--- config.mk ---
export PLATFORM = sky130hd
export DESIGN_NAME = rom_toggle_arbiter
export DESIGN_NICKNAME = d
export VERILOG_FILES = /design/src/rtl/rom_toggle_arbiter.sv
export SDC_FILE = /design/constraint.sdc
export NUM_CORES = 1
export LEC_CHECK = 0
export CORE_MARGIN = 4
export CORE_UTILIZATION = 25
export CTS_BUF_LIST = sky130_fd_sc_hd__clkbuf_4 sky130_fd_sc_hd__clkbuf_8
export DETAILED_ROUTE_END_ITERATION = 6
export PLACE_DENSITY_LB_ADDON = 0.08
export SETUP_SLACK_MARGIN = 0.02
export SKIP_LAST_GASP = 1
export SLEW_MARGIN = 20
export SYNTH_ARGS = -nofsm -noshare
export SYNTH_HDL_FRONTEND = slang
export SYNTH_SLANG_ARGS = --single-unit
--- constraint.sdc ---
create_clock -name clk -period 2.3 [get_ports clk]
set_clock_uncertainty 0.05 [all_clocks]
set_input_delay 0.345 -clock clk [delete_from_list [all_inputs] [get_ports clk]]
set_output_delay 0.345 -clock clk [all_outputs]
set_load 0.02 [all_outputs]
--- src/rtl/rom_toggle_arbiter.sv ---
// Round-robin arbiter sharing one toggle-handshake ROM read port among N toggle-handshake clients.
// Optional per-client last-address hit cache is enabled by defining ROM_ARB_HIT_CACHE_EN.
module rom_toggle_arbiter #(
  parameter int N_CLIENTS = 4,
  parameter int AW        = 27,
  parameter int DW        = 16
) (
  input  logic                    clk,
  input  logic                    reset,
  input  logic [N_CLIENTS*AW-1:0] cl_addr,
  input  logic [N_CLIENTS-1:0]    cl_req,
  output logic [N_CLIENTS-1:0]    cl_ack,
  output logic [N_CLIENTS*DW-1:0] cl_data,
  output logic [AW-1:0]           mem_addr,
  output logic                    mem_req,
  input  logic                    mem_ack,
  input  logic [DW-1:0]           mem_data
);

  localparam int GW = (N_CLIENTS > 1) ? $clog2(N_CLIENTS) : 1;

  typedef enum logic {
    S_IDLE = 1'b0,
    S_WAIT = 1'b1
  } state_t;

  state_t                  r_state;
  state_t                  w_state_next;
  logic [N_CLIENTS-1:0]    r_cl_ack;
  logic [N_CLIENTS*DW-1:0] r_cl_data;
  logic [AW-1:0]           r_mem_addr;
  logic                    r_mem_req;
  logic [GW-1:0]           r_gnt;
  logic [GW-1:0]           r_rr;

  logic [N_CLIENTS-1:0]    w_pending;
  logic                    w_found;
  logic [GW-1:0]           w_pick;
  logic [GW-1:0]           w_rr_next;
  logic [AW-1:0]           w_pick_addr;
  logic                    w_hit;
  logic                    w_issue;
  logic                    w_hit_ack;
  logic                    w_done;

  // base and off are both below N_CLIENTS, so a single subtraction wraps.
  function automatic logic [GW-1:0] wrap_idx(input logic [GW-1:0] base, input int off);
    int sum;
    sum = int'(base) + off;
    if (sum >= N_CLIENTS) sum = sum - N_CLIENTS;
    return GW'(sum);
  endfunction

  assign w_pending   = cl_req ^ r_cl_ack;
  assign w_pick_addr = cl_addr[int'(w_pick)*AW +: AW];
  assign w_rr_next   = wrap_idx(w_pick, 1);

  // NOTE: every signal assigned in a combinational block gets a default first, so no latch is inferred.
  always_comb begin
    w_found = 1'b0;
    w_pick  = '0;
    for (int k = 0; k < N_CLIENTS; k++) begin
      if (!w_found && w_pending[wrap_idx(r_rr, k)]) begin
        w_found = 1'b1;
        w_pick  = wrap_idx(r_rr, k);
      end
    end
  end

`ifdef ROM_ARB_HIT_CACHE_EN
  logic [AW-1:0]        r_tag [N_CLIENTS];
  logic [N_CLIENTS-1:0] r_valid;

  assign w_hit = r_valid[w_pick] && (r_tag[w_pick] == w_pick_addr);

  always_ff @(posedge clk) begin
    if (reset)        r_valid         <= '0;
    else if (w_issue) r_valid[w_pick] <= 1'b1;
  end

  // NOTE: tags carry no reset; a tag is only trusted while its valid bit is set.
  always_ff @(posedge clk) begin
    if (w_issue) r_tag[w_pick] <= w_pick_addr;
  end
`else
  assign w_hit = 1'b0;
`endif

  // NOTE: sequential state uses non-blocking assignments so every flop samples pre-edge values.
  always_ff @(posedge clk) begin
    if (reset) r_state <= S_IDLE;
    else       r_state <= w_state_next;
  end

  always_comb begin
    w_state_next = r_state;
    case (r_state)
      S_IDLE:  if (w_found && !w_hit) w_state_next = S_WAIT;
      S_WAIT:  if (mem_ack == r_mem_req) w_state_next = S_IDLE;
      default: w_state_next = S_IDLE;
    endcase
  end

  always_comb begin
    w_issue   = 1'b0;
    w_hit_ack = 1'b0;
    w_done    = 1'b0;
    case (r_state)
      S_IDLE: begin
        w_issue   = w_found && !w_hit;
        w_hit_ack = w_found &&  w_hit;
      end
      S_WAIT:  w_done = (mem_ack == r_mem_req);
      default: ;
    endcase
  end

  // Hit acks only happen in IDLE and completions only in WAIT, so the two ack writes never collide.
  always_ff @(posedge clk) begin
    if (reset) begin
      r_cl_ack   <= '0;
      r_cl_data  <= '0;
      r_mem_addr <= '0;
      r_mem_req  <= 1'b0;
      r_gnt      <= '0;
      r_rr       <= '0;
    end else begin
      if (w_issue) begin
        r_mem_addr <= w_pick_addr;
        r_mem_req  <= ~r_mem_req;
        r_gnt      <= w_pick;
      end
      if (w_issue || w_hit_ack) r_rr <= w_rr_next;
      if (w_hit_ack) r_cl_ack[w_pick] <= ~r_cl_ack[w_pick];
      if (w_done) begin
        r_cl_data[int'(r_gnt)*DW +: DW] <= mem_data;
        r_cl_ack[r_gnt]                 <= ~r_cl_ack[r_gnt];
      end
    end
  end

  assign cl_ack   = r_cl_ack;
  assign cl_data  = r_cl_data;
  assign mem_addr = r_mem_addr;
  assign mem_req  = r_mem_req;

endmodule
## Word level (Yosys, flattened, before mapping)

Index checks and enable logic that the tools add are counted.

| cells by class | value |
|---|---|
| bitwise gates (word level) | 4 |
| reduce and logical (&&, ||, !) cells | 7 |
| order comparisons | 11 |
| add/sub/neg operators | 10 |
| eq/ne operators | 1 |
| muxes and demuxes | 34 |
| shift-type cells | 3 |
| $mul | 1 |

Operators by type and width:

| cell | count |
|---|---|
| $shiftx 108x8->27 | 1 |
| $bwmux 64 | 1 |
| $shift 16x33->64 const A | 1 |
| $shiftx 16x33->64 | 1 |
| $neg 6->33 | 1 |
| $mux 2 | 9 |
| $lt 2x3->1 const B | 5 |
| $mux 1 | 14 |
| $ge 3x3->1 const B | 4 |
| $bmux 1 s2 | 5 |
| $sub 2x1->2 const B | 5 |
| $mux 4 | 2 |
| $mul 2x5->7 const B | 1 |
| $add 2x1->3 const B | 2 |
| $add 2x2->3 const B | 2 |
| $bwmux 4 | 1 |
| $logic_and 1x1->1 | 4 |
| $xor 4x4->4 | 1 |
| $ge 2x3->1 const B | 1 |
| $logic_not 1->1 | 3 |
| $not 1->1 | 3 |
| $demux 1 s2 | 1 |
| $ge 2x1->1 const B | 1 |
| $pmux 1 s2 | 1 |
| $eq 1x1->1 | 1 |

| storage, ports and cells | value |
|---|---|
| output and inout bits | 96 |
| input bits | 131 |
| register bits | 101 |

## Logic depth before layout (Yosys ltp)

Gate-level depths: netlist of run 1.

| logic depth | value |
|---|---|
| word-level depth | 17 |
| gate-level depth with buffers | 7 |
| mapped depth without buffers | 6 |

## Worst setup path before layout of run 1

No wires, ideal clock.

| timing | value |
|---|---|
| path kind | reg2reg |
| from | register r_cl_ack[0], in the netlist cl_ack[0] |
| to | register r_mem_addr[5], in the netlist mem_addr[5] |
| arrival | 1.914 ns |
| cell stages (with the launch flop) | 8 |
| library setup time | 0.129 ns |
| required time | 2.121 ns |
| buffers on the path | 2 |
| path slack | 0.207 ns |
| cell sequence | dfxtp_1 > xnor2_1 > o221ai_1 > a21oi_1 > buf_4 > buf_4 > mux2i_1 > o221ai_2 |

| between the ends | value |
|---|---|
| cells in the longest elaborated chain, start to end | 15 |
| elaborated cells between the ends (all ways) | 26 |
| those cells by class | 1 x mul; 1 x shift; 17 x mux; 1 x bitwise; 6 x reduce/logical |

RTL lines:

| item | line | RTL |
|---|---|---|
| from (decl) | 29 | `logic [N_CLIENTS-1:0] r_cl_ack;` |
| from (signal, indexed assignment) | 134 | `if (w_hit_ack) r_cl_ack[w_pick] <= ~r_cl_ack[w_pick];` |
| from (signal, indexed assignment) | 137 | `r_cl_ack[r_gnt] <= ~r_cl_ack[r_gnt];` |
| $xor 4x4->4 * | 54 | `assign w_pending = cl_req ^ r_cl_ack;` |
| $bmux 1 s2 | 63 | `if (!w_found && w_pending[wrap_idx(r_rr, k)]) begin` |
| $mux 1 (not written as such) | 63 |  |
| $mux 1 | 63 |  |
| $logic_not 1->1 | 63 |  |
| $logic_and 1x1->1 | 63 |  |
| $mux 1 | 63 |  |
| $logic_not 1->1 | 63 |  |
| $logic_and 1x1->1 | 63 |  |
| $mux 1 | 63 |  |
| $logic_not 1->1 | 63 |  |
| $logic_and 1x1->1 | 63 |  |
| $mux 2 | 63 |  |
| $mul 2x5->7 | 55 | `assign w_pick_addr = cl_addr[int'(w_pick)*AW +: AW];` |
| $shiftx 108x8->27 | 55 |  |
| to (signal assigned) | 129 | `r_mem_addr <= w_pick_addr;` |
| to (decl) | 31 | `logic [AW-1:0] r_mem_addr;` |

Mark *: on every way between the ends. The rest lies on a longest branch, timed or not. The select of a mux whose other input is x is not followed.
A chain may end at the register's enable or synchronous reset.

## Final worst setup path of run 1

| timing | value |
|---|---|
| from | register r_cl_ack[1], in the netlist cl_ack[1] |
| to | register r_mem_addr[12], in the netlist mem_addr[12] |

The elaborated chain is that of the path after synthesis.

==> results of run 1 <==
cell type report:
| type | count | area (µm²) | area share, % |
|---|---|---|---|
| clock buffers | 9 | 123.9 | 1.650 |
| flip-flops and latches | 101 | 2022 | 26.93 |
| inverters | 4 | 15.01 | 0.2000 |
| multi-input cells | 359 | 2384 | 31.75 |
| well taps | 229 | 286.5 | 3.817 |
| clock inverters | 7 | 58.81 | 0.7833 |
| repair buffers | 264 | 2618 | 34.87 |
cell families (layout without fill, tap and decap cells):
logic type / after synthesis / after routing
mux: 57 / 57
xor+xnor: 8 / 8
fa+ha+maj: 5 / 5
flops: 101 / 101
buf+inv: 42 / 284
compound gates: 106 / 106
simple gates: 183 / 183
metrics by stage:
stage          total power [mW]  setup WS, ns  instance area [µm²]  hold slack, ns
4_1_cts                   5.395        0.1951                 7507          0.4105
3_3_place_gp              4.244       -0.1129                 7325          0.3901
5_1_grt                   5.616       0.08880                 7507          0.4239
3_5_place_dp              4.267       -0.1597                 7325          0.3954
6_report                  5.311        0.2098                 7507          0.4077
2_1_floorplan             3.207        0.2069                 4566          0.4469
cell usage in the layout (no fill, tap or decap), types with 5 or more instances in the layout:
| master | netlist | final |
|---|---|---|
| clkdlybuf4s50_1 | 0 | 225 |
| ha_1 | 5 | 5 |
| dfxtp_1 | 101 | 101 |
| buf_4 | 4 | 32 |
| buf_12 | 0 | 6 |
| a211oi_1 | 6 | 6 |
| nor2_1 | 11 | 10 |
| mux2i_1 | 55 | 55 |
| o221ai_1 | 9 | 9 |
| clkbuf_8 | 0 | 9 |
| o221ai_2 | 19 | 19 |
| a21oi_1 | 67 | 66 |
| nand2_1 | 94 | 94 |
| nand3_1 | 65 | 65 |
per-layer routing:
metal / GRT usage, % / vias up / wire [µm]
li1: - / 2267 / -
met2: 28.98 / 163 / 8635
met3: 5.124 / 14 / 1370
met1: 19.55 / 2125 / 6899
met5: 0 / - / 0
met4: 4.702 / 0 / 229
registers in the layout, summed over array words and instances (netlist names):
signal	flops
cl_ack	4
cl_data	64
mem_addr	27
mem_req	1
r_gnt	2
r_rr	2
r_state	1
worst reg2reg max path, cell delays in order, from the launching register on:
cell      delay (ns)
dfxtp_1         0.49
xor2_2          0.25
o221ai_1        0.21
a21oi_4         0.21
buf_12          0.21
buf_12          0.19
mux2i_1         0.25
o221ai_2        0.12
report_power, final:
part           switching [mW]  internal (mW)  total [mW]
logic                    1.06           1.09        2.15
registers               0.126           1.93        2.05
clock network           0.693          0.414        1.11
synthesized netlist by cell type:
cell	instances	area share [%]
xnor2_2	1	0.36
buf_4	4	0.66
a311oi_1	1	0.19
and2_1	1	0.14
or3b_1	1	0.19
a31oi_4	1	0.47
nand2_1	94	7.7
dfxtp_1	101	44
nand3b_1	1	0.16
buf_2	5	0.55
o221ai_2	19	6.2
a2bb2oi_1	1	0.19
and3_1	4	0.55
xor2_1	2	0.38
xnor2_1	3	0.58
nor2_1	11	0.90
inv_1	4	0.33
o221ai_1	9	1.7
clkbuf_1	26	2.1
o21ai_1	1	0.11
buf_6	2	0.49
nor2_2	1	0.14
mux2i_1	55	12
mux4_2	1	0.49
mux2_2	1	0.25
a21oi_1	67	7.3
nor3_1	2	0.22
ha_1	5	1.4
buf_1	1	0.082
nand3_1	65	7.1
xor2_2	2	0.71
o32ai_2	1	0.36
a211oi_1	6	0.99
nor3b_1	3	0.49
final timing paths:
check | start | endpoint
min | cl_data[25] | cl_data[25]
max | cl_ack[1] | mem_addr[12]
min reg2reg | cl_data[25] | cl_data[25]
max reg2reg | cl_ack[1] | mem_addr[12]
==> summary.txt, run 1 <==
post-synthesis compound-gate area fraction - 17.62%
setup TNS - 0 ns
first-pass GRT wire length - 26270 µm
WL/cell - 17.61 µm
DP HPWL - 13430 µm
Clk Latency, worst-skew pair - 0.37 ns
CTS sink cnt - 101
routed vias - 4569
Seq/Total Area, Yosys - 44.29%
DRT iter0 DRCs - 203
drt via density - 4.696
Total Wirelength - 17140 µm
crit-path cells - xor2_2 > o221ai_1 > a21oi_4 > buf_12 > buf_12 > mux2i_1 > o221ai_2
total CTS buffers - 9
post-synth cell types - 34
syn avg cell area - 9.095 µm²
die area - 20490 µm²
IO Port Bufs - 226
Hold Crit Depth - 2
Nets - 875
Post-Syn Area - 4566 µm²
postcts setup bufs - 0
Post-Synth XOR/XNOR Area - 2.028%
Adder-Cell Fraction of Synth Area - 1.370%
clock root buffer - clkbuf_8
fraction of layout cells with a size suffix above 1 - 11.83%
crit path DAT - 2.31 ns
worst slew pin tran - 0.5664 ns
Ys Warns - 0
CP Max Fanout - 24
R2R cell count - 7
fmax - 478.4 MHz
critical path class - reg -> reg
fin crit period - 2.090 ns
Worst Path Required - 2.52 ns
Die Span X - 143.1 µm
Ports - 227
FP Rows - 49
Max-Slew Margin vs Limit - 62.15%
max-cap viol count - 0
Core Box Area - 17960 µm²
Diodes inserted - 0
CP dominant cell by count - buf_12
status - completed
Total Routing Usage GR - 16.56%
Fillers - 1783
Pwr Density - 707.4 nW/µm²
critical path's slowest cell - dfxtp_1
Die Y - 143.1 µm
CTS clock-pin slew for the worst setup and hold paths - 0.11 ns
max-slew violation count - 0
post-route insts no fill - 973
P_leak - 2.620 nW
Synth Net Count - 638
vias in the first global route - 4797
simple-gate area share of the yosys netlist - 17.65%
crit-path max cell delay - 0.49 ns
critical path endpoint category - register
hold_buf cts - 0
WP buf/inv - 2
Hold Vio Cnt, Final - 0
# H-tree levels - 3
CP delay by family, top - compound AO/OA/AOI/OAI gates
Initial Util - 25.42%
final setup violation count - 0
reg-to-reg setup timing slack - 0.21 ns
unrepaired setup endpoints after global routing - false
largest net degree at the start of global routing - 49
GP Congestion - 0.8028
Crit path depth - 7
PostCTS Resize Cnt - 0
# DRC - 0
TritonCTS clock tree - done
DRT Pass-1 Iters - 4
initial antenna violation count - 0
VDD IR-drop max - 374.7 µV
DP Cell Count - 957
utilization after layout - 41.79%
gate count of the mapped netlist - 502
Layout area overhead - 64.43%
total gr overflow - 0
FF+latch count, synth - 101
largest family of logic cells by synthesized area - simple AND/OR/NAND/NOR gates
post-route ant nets - 0
clk buf depth - 2
startpoint types - register
Hold Crit Class - reg -> reg
mux share of post-synthesis cell area - 12.80%
crit share post-route - 90.88%
(Power assumes the default switching activity.)
==> run 2: changes to the inputs <==
==> constraint.sdc (replaced) <==
create_clock -name clk -period 2.3 [get_ports clk]
set_clock_uncertainty 0.05 [all_clocks]
set_input_delay 0.345 -clock clk [delete_from_list [all_inputs] [get_ports clk]]
set_output_delay 0.345 -clock clk [all_outputs]
set_load 0.01 [all_outputs]
==> run 2 against run 1 <==
Net effect: total power is 0.19% lower; largest cell class unchanged; non-clock buffer count is 1 higher; maximum frequency is 1.5% higher.
==> summary.txt, run 2 (synthesized netlist as in run 1, its figures left out) <==
PostCTS Resize Cnt - 0 (unchanged)
Ports - 227 (unchanged)
clock root buffer - clkbuf_8
Worst Path Required - 2.52 ns (about the same)
largest net degree at the start of global routing - 49 (unchanged)
final setup violation count - 0 (unchanged)
Core Box Area - 17960 µm² (unchanged)
hold_buf cts - 0 (unchanged)
Clk network pwr share - 23.1% (+2.3 points)
Nets - 876 (+0.11%)
Total Wirelength - 17220 µm (+0.52%)
DP HPWL - 13460 µm (+0.28%)
critical path endpoint category - register
Reg power frac - 38.7% (about the same)
fin worst setup slack - 0.2404 ns (+0.03065 ns)
utilization after layout - 41.98% (+0.19 points)
CP Max Fanout - 24 (unchanged)
postcts setup bufs - 0 (unchanged)
Hold Crit Class - reg -> reg
fmax - 485.5 MHz (+1.5%)
total gr overflow - 0 (unchanged)
Diodes inserted - 0 (unchanged)
commonest cells after routing, fill and taps aside - clkdlybuf4s50_1 (225), dfxtp_1 (101), nand2_1 (94)
commonest non-fill, non-tap cell in the layout - clkdlybuf4s50_1
critical path class - reg -> reg
startpoint types - register
Pwr Density - 702.9 nW/µm² (-0.64%)
CTS sink cnt - 101 (unchanged)
fraction of layout cells with a size suffix above 1 - 11.95% (+0.12 points)
GP Congestion - 0.8015 (-0.16%)
DP Cell Count - 958 (+0.10%)
status - completed
unrepaired setup endpoints after global routing - false
clk buf depth - 2 (unchanged)
# DRC - 0 (unchanged)
TritonCTS clock tree - done
max-slew violation count - 0 (unchanged)
initial antenna violation count - 0 (unchanged)
post-route ant nets - 0 (unchanged)
VDD IR-drop max - 238.0 µV (-36%)
CTS clock-pin slew for the worst setup and hold paths - 0.10 ns (about the same)
Max-Slew Margin vs Limit - 62.72% (+0.57 points)
IO Port Bufs - 226 (unchanged)
Largest register FFs - 64 (unchanged)
Int Pwr - 3.584 mW (+4.4%)
# H-tree levels - 3 (unchanged)
Layout area overhead - 65.17%
vias in the first global route - 4700 (-2.0%)
Die Span X - 143.1 µm (unchanged)
post-route insts no fill - 974 (+0.10%)
crit share post-route - 89.55% (-1.3 points)
drt via density - 4.754 (+1.2%)
combinational power share - 38.2% (-2.3 points)
max-cap viol count - 0 (unchanged)
setup TNS - 0 ns (unchanged)
P_leak - 2.636 nW (+0.61%)
WL/cell - 17.68 µm (+0.42%)
total CTS buffers - 9 (unchanged)
Clk Latency, worst-skew pair - 0.37 ns (about the same)
crit path DAT - 2.28 ns (-0.03 ns)
Total Routing Usage GR - 16.31% (-0.25 points)
Psw - 1.717 mW (-8.7%)
Initial Util - 25.42% (unchanged)
routed vias - 4630 (+1.3%)
FP Rows - 49 (unchanged)
Hold Vio Cnt, Final - 0 (unchanged)
die area - 20490 µm² (unchanged)
DRT iter0 DRCs - 191 (-5.9%)
worst slew pin tran - 0.5579 ns (-0.008509 ns)
DRT Pass-1 Iters - 5 (+1)
pre-CTS setup slack - -0.1822 ns (-0.02250 ns)
Net Sw Frac - 32.39% (-3.0 points)
first-pass GRT wire length - 25920 µm (-1.3%)
Die Y - 143.1 µm (unchanged)
fin crit period - 2.060 ns (-0.03065 ns)
[run 2: changes by cell type in the layout (fill, tap and decap cells not counted), sizes merged]
cell / delta
clkinv: -2
bufinv: +1
buf: +1
clkbuf: +3
inv: -2
[run 2: per-stage QoR]
stage	power (mW)	cell area, µm²	hold slack (ns)
2_1_floorplan	3.087	4566	0.4261
6_report	5.301	7541	0.4041
5_1_grt	5.588	7541	0.4338
4_1_cts	5.382	7541	0.4095
3_3_place_gp	4.124	7332	0.3907
3_5_place_dp	4.140	7332	0.3947
[run 2: final cells by class]
class / count / area (µm²)
tap: 229 / 286.5
clock inverter: 4 / 56.30
clock buffer: 12 / 152.6
inverter: 4 / 15.01
multi-input combinational: 359 / 2384
timing repair buffer: 265 / 2625
fill: 1717 / 10420
sequential: 101 / 2022
[run 2: critical path, cell delays in order (launching register included)]
cell and delay, ns:
dfxtp_1 0.49, xnor2_1 0.21, o221ai_1 0.23, a21oi_4 0.21
buf_12 0.20, buf_12 0.18, mux2i_1 0.25, o221ai_2 0.12
[run 2: power by group through the flow]
| stage | clock, mW | combinational (mW) | sequential [mW] |
|---|---|---|---|
| floorplan | 0 | 0.941 | 2.15 |
| global placement | 0 | 2.03 | 2.09 |
| detailed placement | 0 | 2.05 | 2.09 |
| CTS | 1.27 | 2.06 | 2.06 |
| global route | 1.34 | 2.17 | 2.08 |
| finish | 1.22 | 2.02 | 2.05 |
[run 2: final timing paths]
check,endpoint,startpoint,cells after the start,slack [ns]
worst min register to register,cl_data[20],cl_data[20],2,0.40
worst max-delay path,mem_addr[12],cl_ack[0],7,0.24
worst max register to register,mem_addr[12],cl_ack[0],7,0.24
worst min-delay path,cl_data[20],cl_data[20],2,0.40
[run 2: routing by layer]
metal	wire, µm	GRT usage (%)	up-vias
met5	0	0	-
met4	182	4.352	0
met3	1517	5.392	13
met2	8716	28.76	169
met1	6806	18.96	2177
li1	-	-	2271
==> run 3: changes to the inputs <==
--- a/config.mk
+++ b/config.mk
@@ -5,6 +5,7 @@
 export SDC_FILE = /design/constraint.sdc
 export NUM_CORES = 1
 export LEC_CHECK = 0
+export CAP_MARGIN = 20
 export CORE_MARGIN = 4
 export CORE_UTILIZATION = 25
 export CTS_BUF_LIST = sky130_fd_sc_hd__clkbuf_4 sky130_fd_sc_hd__clkbuf_8
==> results of run 3 <==
Same layout as run 2: the final DEF is identical, and so are final timing and power.
